<file path="src/rtl/pim_dma_ctrl.sv">
// pim_dma_ctrl: word-by-word DMA sequencer between data memory and a PIM unit.
// A one-cycle command from the core starts a MEM2PIM or PIM2MEM transfer.
// dma_busy_o holds the core stalled until the DONE cycle has been shown.
module pim_dma_ctrl #(
  parameter int XLEN   = 32,
  parameter int SIZE_W = 13,
  parameter int CNT_W  = 12
) (
  input  logic              clk_i,
  input  logic              rst_ni,
  // command from the EX stage
  input  logic              dma_en_i,
  input  logic [2:0]        dma_funct3_i,
  input  logic [3:0]        dma_sel_pim_i,
  input  logic [SIZE_W-1:0] dma_size_i,
  input  logic [XLEN-1:0]   dma_mem_addr_i,
  output logic              dma_busy_o,
  output logic              dma_done_o,
  output logic              dma_err_o,
  // data-memory master port
  output logic              req_dmem_o,
  input  logic              gnt_dmem_i,
  output logic [XLEN-1:0]   data_addr_o,
  input  logic [XLEN-1:0]   data_rd_data_i,
  output logic [XLEN-1:0]   data_wr_data_o,
  output logic [3:0]        data_size_o,
  output logic              data_read_o,
  output logic              data_write_o,
  // PIM stream port
  output logic [3:0]        pim_sel_o,
  output logic [CNT_W-1:0]  pim_addr_o,
  output logic              pim_wvalid_o,
  input  logic              pim_wready_i,
  output logic [XLEN-1:0]   pim_wdata_o,
  output logic              pim_rreq_o,
  input  logic              pim_rvalid_i,
  input  logic [XLEN-1:0]   pim_rdata_i
);

  localparam logic [2:0] S_IDLE    = 3'd0;
  localparam logic [2:0] S_RD_REQ  = 3'd1;
  localparam logic [2:0] S_RD_DATA = 3'd2;
  localparam logic [2:0] S_PIM_WR  = 3'd3;
  localparam logic [2:0] S_PIM_RD  = 3'd4;
  localparam logic [2:0] S_WR_REQ  = 3'd5;
  localparam logic [2:0] S_DONE    = 3'd6;

  localparam logic [2:0] F3_MEM2PIM = 3'b000;
  localparam logic [2:0] F3_PIM2MEM = 3'b001;

  logic [2:0]       state_q;
  logic [3:0]       sel_q;
  logic [XLEN-1:0]  addr_q;
  logic [CNT_W-1:0] words_q;
  logic [CNT_W-1:0] idx_q;
  logic [1:0]       rem_q;
  logic [XLEN-1:0]  buf_q;
  logic             err_q;

  logic [SIZE_W:0]  size_plus3;
  logic [CNT_W-1:0] words_calc;
  logic             cmd_legal;
  logic             is_last;
  logic [3:0]       wr_mask;

  // Command decode: word count rounds the byte count up, last word may be partial.
  always_comb begin
    size_plus3 = {1'b0, dma_size_i} + (SIZE_W+1)'(3);
    words_calc = CNT_W'(size_plus3 >> 2);
    cmd_legal  = (dma_funct3_i == F3_MEM2PIM) || (dma_funct3_i == F3_PIM2MEM);
    is_last    = (idx_q == (words_q - CNT_W'(1)));
    wr_mask    = 4'b1111;
    if (is_last) begin
      case (rem_q)
        2'd1:    wr_mask = 4'b0001;
        2'd2:    wr_mask = 4'b0011;
        2'd3:    wr_mask = 4'b0111;
        default: wr_mask = 4'b1111;
      endcase
    end
  end

  // Transfer sequencer: state, latched command, word pointers and the one-word buffer.
  always_ff @(posedge clk_i or negedge rst_ni) begin
    if (!rst_ni) begin
      state_q <= S_IDLE;
      sel_q   <= '0;
      addr_q  <= '0;
      words_q <= '0;
      idx_q   <= '0;
      rem_q   <= '0;
      buf_q   <= '0;
      err_q   <= 1'b0;
    end else begin
      err_q <= 1'b0;
      case (state_q)
        S_IDLE: begin
          if (dma_en_i) begin
            if (!cmd_legal) begin
              err_q <= 1'b1;
            end else begin
              sel_q   <= dma_sel_pim_i;
              addr_q  <= dma_mem_addr_i & ~XLEN'(3);
              words_q <= words_calc;
              rem_q   <= dma_size_i[1:0];
              idx_q   <= '0;
              if (dma_size_i == '0) begin
                state_q <= S_DONE;
              end else if (dma_funct3_i == F3_MEM2PIM) begin
                state_q <= S_RD_REQ;
              end else begin
                state_q <= S_PIM_RD;
              end
            end
          end
        end
        S_RD_REQ: begin
          if (gnt_dmem_i) state_q <= S_RD_DATA;
        end
        S_RD_DATA: begin
          buf_q   <= data_rd_data_i;
          state_q <= S_PIM_WR;
        end
        S_PIM_WR: begin
          if (pim_wready_i) begin
            addr_q  <= addr_q + XLEN'(4);
            idx_q   <= idx_q + CNT_W'(1);
            state_q <= is_last ? S_DONE : S_RD_REQ;
          end
        end
        S_PIM_RD: begin
          if (pim_rvalid_i) begin
            buf_q   <= pim_rdata_i;
            state_q <= S_WR_REQ;
          end
        end
        S_WR_REQ: begin
          if (gnt_dmem_i) begin
            addr_q  <= addr_q + XLEN'(4);
            idx_q   <= idx_q + CNT_W'(1);
            state_q <= is_last ? S_DONE : S_PIM_RD;
          end
        end
        S_DONE: begin
          state_q <= S_IDLE;
        end
        default: begin
          state_q <= S_IDLE;
        end
      endcase
      // A command arriving while a transfer is running is dropped and flagged.
      if (dma_en_i && (state_q != S_IDLE)) err_q <= 1'b1;
    end
  end

  // Port outputs decoded from registered state only, so they stay stable through stalls.
  always_comb begin
    dma_busy_o     = (state_q != S_IDLE);
    dma_done_o     = (state_q == S_DONE);
    dma_err_o      = err_q;
    req_dmem_o     = (state_q == S_RD_REQ) || (state_q == S_WR_REQ);
    data_read_o    = (state_q == S_RD_REQ);
    data_write_o   = (state_q == S_WR_REQ);
    data_addr_o    = addr_q;
    data_wr_data_o = (state_q == S_WR_REQ) ? buf_q : '0;
    data_size_o    = 4'b0000;
    if (state_q == S_RD_REQ) data_size_o = 4'b1111;
    if (state_q == S_WR_REQ) data_size_o = wr_mask;
    pim_sel_o      = sel_q;
    pim_addr_o     = idx_q;
    pim_wvalid_o   = (state_q == S_PIM_WR);
    pim_wdata_o    = (state_q == S_PIM_WR) ? buf_q : '0;
    pim_rreq_o     = (state_q == S_PIM_RD);
  end

endmodule

</file>
<file path="config.mk">
export PLATFORM = sky130hd
export DESIGN_NAME = pim_dma_ctrl
export DESIGN_NICKNAME = d
export VERILOG_FILES = /design/src/rtl/pim_dma_ctrl.sv
export SDC_FILE = /design/constraint.sdc
export NUM_CORES = 1
export LEC_CHECK = 0
export ABC_CLOCK_PERIOD_IN_PS = 3100
export BUFFER_PORTS_ARGS = -buffer_cell sky130_fd_sc_hd__buf_2
export CAP_MARGIN = 20
export CORE_ASPECT_RATIO = 1.2
export CORE_UTILIZATION = 48
export DETAILED_ROUTE_END_ITERATION = 8
export PLACE_DENSITY = 0.84
export SYNTH_ARGS = -nofsm -noshare
export SYNTH_HDL_FRONTEND = slang
export SYNTH_SLANG_ARGS = --single-unit
</file>
<file path="constraint.sdc">
create_clock -name clk_i -period 3.1 [get_ports clk_i]
set_clock_uncertainty 0.2 [all_clocks]
set_input_delay 0.155 -clock clk_i [delete_from_list [all_inputs] [get_ports clk_i]]
set_output_delay 0.155 -clock clk_i [all_outputs]
set_load 0.01 [all_outputs]
</file>
==> results of run 1 <==
worst paths after layout:
| check | from | to | cells after the start |
|---|---|---|---|
| hold reg to reg | pim_sel_o[1] | pim_sel_o[1] | 2 |
| max in group asynchronous | rst_ni | words_q[4] | 3 |
| hold / removal | pim_rvalid_i | state_q[0] | 5 |
| min in group asynchronous | rst_ni | data_addr_o[20] | 2 |
| setup reg to reg | state_q[2] | words_q[11] | 7 |
| setup / recovery | words_q[0] | data_size_o[3] | 10 |
kinds of logic (layout without fill, tap and decap cells):
group,Yosys count,after routing
AO/OA/AOI/OAI,155,155
XOR/XNOR,38,38
adder cells (fa/ha/maj),5,5
buffers and inverters,61,400
flip-flops,96,96
multiplexers,33,33
other,1,3
AND/OR/NAND/NOR,313,313
worst max-delay path: cells and delay by family, from the launching register on:
family / cells / cell delay, ns
AO/OA/AOI/OAI: 3 / 0.58
XOR/XNOR: 1 / 0.17
adder cells (fa/ha/maj): 1 / 0.21
flip-flops: 1 / 0.41
AND/OR/NAND/NOR: 2 / 0.54
buffers and inverters: 3 / 0.42
cells in the mapped netlist (2+ instances only):
cell      instances
a211oi_1          3
a21o_1            2
a21oi_1          59
a221o_1           3
a31oi_1           6
a32oi_1           4
a41oi_1           4
and2_1           40
and3_1           42
and4_1            2
buf_1             2
buf_2             3
buf_4             3
buf_6             3
clkbuf_1         39
dfrtp_1          96
ha_1              5
inv_1            11
mux2i_1          32
nand2_1          78
nand2b_1          4
nand3_1          14
nand3b_1          3
nand4_1          18
nor2_1           71
nor2b_1           2
nor3_1           15
nor3_2            2
nor3b_1           2
nor4_1            7
o211a_1           2
o211ai_1          3
o21ai_0          41
o21ai_1           3
o22ai_1           3
o311ai_0          7
o32ai_1           3
or3_1             6
xnor2_1          16
xor2_1           22
layout make-up:
cell class	instances	area (um^2)	share of cell area
repair buffers	373	2490	0.283
well taps	161	201	0.0229
inverters	11	41.3	0.00469
multi-input cells	546	3340	0.379
clock buffers	11	243	0.0276
flip-flops and latches	96	2400	0.273
diodes	1	2.50	0.000284
clock inverters	5	80.1	0.00909
where the power goes:
group / switching (mW) / internal (mW)
clock network: 0.489 / 0.729
logic: 2.45 / 1.96
registers: 0.590 / 1.75
routing by layer:
layer	global-route usage	wire (um)	up-vias
met5	0	0	-
met4	0.198	1090	0
met3	0.0565	1560	101
met2	0.570	11000	415
met1	0.378	8130	3284
li1	-	-	3154
registers in the layout, summed over array words and instances, names as in the netlist:
register     cells
buf_q           32
pim_addr_o      12
state_q          3
dma_err_o        1
data_addr_o     30
pim_sel_o        4
words_q         12
rem_q            2
what timing repair did:
action	CTS	global route
endpoints found under the setup margin	0	3
hold buffers	113	0
gates resized for setup	0	4
endpoints found under the hold margin	119	0
buffers inserted	0	5
metrics by stage:
stage | total power [mW] | hold slack (ns) | instances
2_1_floorplan | 4.87 | -0.341 | 703
3_3_place_gp | 6.02 | -0.0385 | 1069
3_5_place_dp | 6.15 | -0.0310 | 1069
4_1_cts | 7.72 | 0.0319 | 1198
5_1_grt | 8.47 | 0.0539 | 1203
6_report | 7.98 | 0.0519 | 1204
==> results.toml, run 1 <==
[synth]
synth_top_family_by_area = "simple AND/OR/NAND/NOR gates"
yosys.area.top_type_share = 0.402
ys_top_cells_by_area = "dfrtp_1, mux2i_1, a21oi_1"
synthAdderAreaFrac = 0.0105
synth-edff-count = 0
synth_seq_cells = 96
ys.flop_type = "dfrtp_1"
avgSynthCellArea_um2 = 8.51
synthMuxAreaShare = 0.0555
synth.largest_area_cell = "dfrtp_1"
yosysSeqAreaShare = 0.402
syn_area_um2 = 5970
netlist_instances = 702
synth_cell_types = 61
synth_xor_area_frac = 0.0557
synth_compound_area_frac = 0.162
synth-simple-area-share = 0.269
async_flop_share = 1.00
yosys_warnings = 0

[floorplan]
io-pin-count = 246
die_height_um = 124
die_area_um2 = 12900
core-area_um2 = 12100
initial_core_util = 0.493
rows = 44
die_w_um = 104

[clock_tree]
cts_tree = "done"
cts_buffer_depth = 2
clkSlewWorstSetupHoldPaths_ns = 0.06
htreeDepth = 3
clock_latency_ns = 0.34
cts_buffers = 9
cts-root-buf = "clkbuf_16"
clock-sinks = 96

[min_path]
min_path_type = "primary input to flop"

[cells_and_area]
layout.nets = 1164
area_growth_pct = 47.5
final_cell_mix = "buf_2, dlygate4sd3_1, dfrtp_1"
fin_area_um2 = 8810
fillers = 869
final_util = 0.727
final_common_cell = "buf_2"
drive_above_1_share = 0.277

[power]
powerDensity_nw_per_um2 = 906
peakVddDrop_mv = 0.487
p_leak_nw = 4.33

[setup_path]
required_ns = 2.74
cpMaxStageDelayCell = "dfrtp_1"
end_kind = "output port"
r2r_slack_ns = 0.24
path_cells = "inv_1, ha_2, nor4b_4, xnor2_1, a32oi_1, o21ai_0, and2_0, buf_4, a41oi_1, buf_2"
slowest_delay_ns = 0.41
worstSetupPathType = "flop to output port"
path_max_fanout = 6
cp_data_arrival_time_ns = 2.66
cp-start-kind = "flop"

[drt]
vias_per_cell = 5.78
wl_per_cell_um = 18.1
num_vias = 6954
drt_iter0_markers = 608
drc = 0
ant_nets = 0
drt-total-wl_um = 21800
firstDrtPassIters = 6

[sta]
hold_viol_final = 0
period_share = 0.974
period_minus_slack_ns = 3.02
worst_pin_slew_ns = 0.915
worst_slack_ns = 0.0809
slew_headroom = 0.384
setup_viol = 0
fmax_ghz = 0.331
drv_slew = 0
fin_tns_setup_ns = 0

[placement]
io_buffers = 241
hpwl_um = 12900
pre_cts_ws_ns = 0.373
place_area_um2 = 7300
finalWeightedCongestion = 0.883

[global_routing]
grt_overflow = 0
track_usage = 0.326
grt_pass1_wl_um = 33200
antenna_found_initial = 1
first_global_vias = 6658
grt_max_degree = 65

[flow_run]
drv_cap = 0

[outcome]
status = "finished clean"
No activity file was read; power rests on OpenSTA's default activity.
==> inputs of run 2 (changes only) <==
Settings changed: REMOVE_ABC_BUFFERS set to 1, SLEW_MARGIN set to 20.
==> results.toml, run 2 (synthesized netlist as in run 1, its figures left out) <==
[power]
switching_power_mw = 3.46
combPwrFrac = 0.553
p_leak_nw = 4.32
swShare = 0.444
clockPowerShare = 0.142
powerDensity_nw_per_um2 = 889
peakVddDrop_mv = 0.631
internal-power_mw = 4.33
pwr-share-seq = 0.305
power.total_mw = 7.78

[sta]
drv_slew = 0
setup_viol = 0
rsz0062_at_grt = "no"
slew_headroom = 0.525
hold_viol_final = 0
hold_slack_ns = 0.0320
fmax_ghz = 0.339
worst_pin_slew_ns = 0.712
period_share = 0.950
fin_tns_setup_ns = 0
period_minus_slack_ns = 2.95

[cells_and_area]
multi_input_area_um2 = 3340
fillers = 882
layout.nets = 1163
area_growth_pct = 46.6
regArea_um2 = 2400
fin_area_um2 = 8750
top_register = "buf_q"
final_common_cell = "buf_2"
final_cell_mix = "buf_2, dlygate4sd3_1, dfrtp_1"
largest_reg_flops = 32
drive_above_1_share = 0.275
diodes = 0

[floorplan]
initial_core_util = 0.493
core-area_um2 = 12100
io-pin-count = 246
die_w_um = 104
die_height_um = 124
die_area_um2 = 12900
rows = 44

[setup_path]
path_max_fanout = 7
critPathLaunch = "words_q[5]"
required_ns = 2.74
reg2reg_depth = 6
reg2reg_to = "buf_q[13]"
endpoint = "data_size_o[1]"
worstSetupPathType = "flop to output port"
cp_data_arrival_time_ns = 2.59
timing.rr.start = "state_q[2]"
end_kind = "output port"
r2r_slack_ns = 0.24
cp-start-kind = "flop"

[clock_tree]
cts_buffer_depth = 2
clkSlewWorstSetupHoldPaths_ns = 0.07
htreeDepth = 3
cts-root-buf = "clkbuf_16"
clock-sinks = 96
cts_tree = "done"
cts_setup_buffers = 0
clock_latency_ns = 0.34
cts_buffers = 9

[flow_run]
drv_cap = 0

[outcome]
status = "finished clean"

[drt]
firstDrtPassIters = 5
drt_iter0_markers = 580
vias_per_cell = 5.71
num_vias = 6852
drc = 0
drt-total-wl_um = 21400
ant_nets = 0
wl_per_cell_um = 17.8

[placement]
place_area_um2 = 7340
finalWeightedCongestion = 0.868
hpwl_um = 13100
io_buffers = 241

[global_routing]
grt_max_degree = 55
first_global_vias = 6618
grt_overflow = 0
antenna_found_initial = 2
grt_pass1_wl_um = 32800
track_usage = 0.323

[min_path]
min_path_type = "primary input to flop"
==> run 2: changes by cell type in the layout (fill, tap and decap cells not counted), sizes merged <==
cell	delta
clkbuf	+1
clkinvlp	-1
bufinv	-1
diode	-1
dlygate4sd3	-1
==> run 2: final cells by class <==
type                       instances  share of cell area
clock buffer                      12              0.0282
clock inverter                     3             0.00486
inverter                          11             0.00472
multi-input combinational        546               0.381
sequential                        96               0.274
tap                              161              0.0230
timing repair buffer             372               0.284
==> run 2: worst min path at each step <==
stage                    startpoint         to  slack, ns  cells past startpoint
detailed placement           rst_ni  buf_q[22]       0.06                      1
global placement             rst_ni  buf_q[15]       0.05                      1
global route        dma_funct3_i[1]  dma_err_o       0.03                      3
floorplan                    rst_ni   buf_q[0]      -0.34                      0
CTS                 dma_funct3_i[1]  dma_err_o       0.02                      3
finish              dma_funct3_i[1]  dma_err_o       0.03                      3
==> run 2: critical path: stages, from the launching register on <==
cell and delay, ns:
dfrtp_1 0.45, or3_1 0.46, nor3_1 0.19, mux2_2 0.36
a31oi_1 0.28, nor4_4 0.12, a41oi_1 0.24, buf_2 0.16
==> run 2: power groups by stage <==
stage,registers (mW),clock network [mW],logic (mW)
after global routing,2.45,1.16,4.68
after CTS,2.33,1.13,4.16
after global placement,2.32,0,3.70
final,2.37,1.10,4.31
after detailed placement,2.35,0,3.81
after floorplan,2.31,0,2.44
==> run 2: timing repair <==
| action | CTS | global route |
|---|---|---|
| endpoints found under the hold margin | 132 | 0 |
| gates resized for setup | 0 | 2 |
| hold buffers | 112 | 0 |
| setup endpoints to repair | 0 | 3 |
==> run 2: through the flow <==
| step | setup WS, ns | std cells | util |
|---|---|---|---|
| after floorplan | -0.828 | 653 | - |
| after global placement | 0.465 | 1074 | 0.606 |
| after detailed placement | 0.402 | 1074 | 0.606 |
| after CTS | 0.0299 | 1201 | 0.722 |
| after global routing | 0.00752 | 1201 | 0.723 |
| final | 0.154 | 1201 | 0.723 |
==> run 2: layer usage <==
metal / part of all wire / global-route usage / wire [um] / up-vias
met4: 0.045 / 0.185 / 968 / 4
met3: 0.078 / 0.0649 / 1660 / 84
met5: 0.0013 / 0 / 28 / -
met2: 0.50 / 0.575 / 10700 / 366
met1: 0.37 / 0.364 / 7970 / 3241
li1: - / - / - / 3157
==> inputs of run 3 (changes only) <==
Settings changed: CORE_UTILIZATION 48 to 49, PLACE_DENSITY 0.84 to 0.85.
==> results.toml, run 3 (synthesized netlist as in run 1, its figures left out) <==
[outcome]
status = "finished clean"

[sta]
rsz0062_at_grt = "no"
fmax_ghz = 0.341
hold_viol_final = 0
period_minus_slack_ns = 2.93
worst_pin_slew_ns = 0.983
drv_slew = 0
period_share = 0.946
slew_headroom = 0.345
setup_viol = 0

[setup_path]
cp_data_arrival_time_ns = 2.58
cp-start-kind = "flop"
cpMaxStageDelayCell = "dfrtp_1"
worstSetupPathType = "flop to output port"
end_kind = "output port"
slowest_delay_ns = 0.45
required_ns = 2.74
path_cells = "or3_1, nor3_1, mux2_2, a31oi_1, nor4_4, a41oi_1, buf_2"
path_max_fanout = 7

[cells_and_area]
area_growth_pct = 47.0
fillers = 795
largest_reg_flops = 32
layoutNonFillerInstCount = 1197
diodes = 0
final_common_cell = "buf_2"
layout.nets = 1162
top_register = "buf_q"
final_cell_mix = "buf_2, dlygate4sd3_1, dfrtp_1"
drive_above_1_share = 0.275

[floorplan]
io-pin-count = 246
die_w_um = 103
initial_core_util = 0.509
die_height_um = 123
core-area_um2 = 11700
rows = 43
die_area_um2 = 12600

[clock_tree]
cts-root-buf = "clkbuf_16"
cts_tree = "done"
cts_buffers = 9
cts_buffer_depth = 2
htreeDepth = 3
clkSlewWorstSetupHoldPaths_ns = 0.07
clock_latency_ns = 0.34
clock-sinks = 96

[power]
power.total_mw = 7.99
p_leak_nw = 4.32
clockPowerShare = 0.151
pwr-share-seq = 0.298
switching_power_mw = 3.56
combPwrFrac = 0.550
swShare = 0.446
powerDensity_nw_per_um2 = 910
internal-power_mw = 4.43
peakVddDrop_mv = 0.642

[flow_run]
drv_cap = 0

[global_routing]
track_usage = 0.362
grt_pass1_wl_um = 34900
first_global_vias = 6960
grt_max_degree = 76
antenna_found_initial = 0
grt_overflow = 0

[min_path]
min_path_type = "primary input to flop"

[drt]
drt_iter0_markers = 462
drt-total-wl_um = 22600
wl_per_cell_um = 18.9
firstDrtPassIters = 5
ant_nets = 0
vias_per_cell = 5.88
drc = 0
num_vias = 7034

[placement]
io_buffers = 241
hpwl_um = 12900
finalWeightedCongestion = 0.818
placed_cells = 1068
-- run 3: cell count changes in the layout (fill, tap and decap cells not counted) --
| cell | previous run | this run |
|---|---|---|
| buf_4 | 19 | 17 |
| bufinv_16 | 1 | 2 |
| clkbuf_1 | 2 | 1 |
| clkinvlp_4 | 1 | 2 |
| dlygate4sd3_1 | 112 | 113 |
-- run 3: layout make-up --
class                           count  area, um^2  share of cell area
Inverter                           11        41.3             0.00470
Multi-Input combinational cell    546        3340               0.380
Clock buffer                       11         243              0.0277
Clock inverter                      5        80.1             0.00912
Sequential cell                    96        2400               0.274
Timing Repair Buffer              371        2480               0.282
Tap cell                          157         196              0.0224
-- run 3: routing by layer --
metal | share of wire | routed length [um] | track usage | vias to the layer above
met2 | 0.48 | 10900 | 0.590 | 454
met4 | 0.055 | 1240 | 0.236 | 0
li1 | - | - | - | 3155
met1 | 0.36 | 8220 | 0.403 | 3296
met3 | 0.097 | 2190 | 0.118 | 129
met5 | 0 | 0 | 0 | -
-- run 3: metrics by stage --
step                      hold slack (ns)   util  area [um^2]  setup TNS [ns]  setup WS (ns)
after floorplan                    -0.341      -         5750          -26.80         -0.828
after global placement              0.143  0.624         7320               0          0.470
after detailed placement            0.150  0.624         7320               0          0.397
after CTS                          0.0132  0.748         8780               0          0.138
after global routing               0.0962  0.748         8780               0         0.0635
final                              0.0305  0.748         8780               0          0.167
-- run 3: critical path: cells and delay by family, from the launching register on --
family	cells	cell delay [ns]
buffers and inverters	1	0.16
AO/OA/AOI/OAI	2	0.53
multiplexers	1	0.36
flip-flops	1	0.45
AND/OR/NAND/NOR	3	0.75
-- run 3: power groups by stage --
stage,registers [mW],clock network (mW),logic (mW)
floorplan,2.31,0,2.44
global placement,2.32,0,3.74
detailed placement,2.34,0,3.83
CTS,2.32,1.23,4.21
global route,2.45,1.28,4.77
finish,2.38,1.21,4.40
-- run 3: worst paths after layout --
path	start	end	slack [ns]	cells past startpoint
max	words_q[5]	data_size_o[2]	0.17	7
max reg2reg	state_q[0]	words_q[11]	0.33	7
min	dma_funct3_i[1]	dma_err_o	0.03	3
max in group asynchronous	rst_ni	buf_q[26]	1.61	3
min reg2reg	pim_sel_o[1]	pim_sel_o[1]	0.28	2
min in group asynchronous	rst_ni	words_q[7]	0.30	2
-- run 3: timing repair --
item,4_1_cts,5_1_grt
setup endpoints to repair,1,3
resized for setup,1,1
endpoints found under the hold margin,153,0
buffers inserted,0,0
hold buffers,113,0
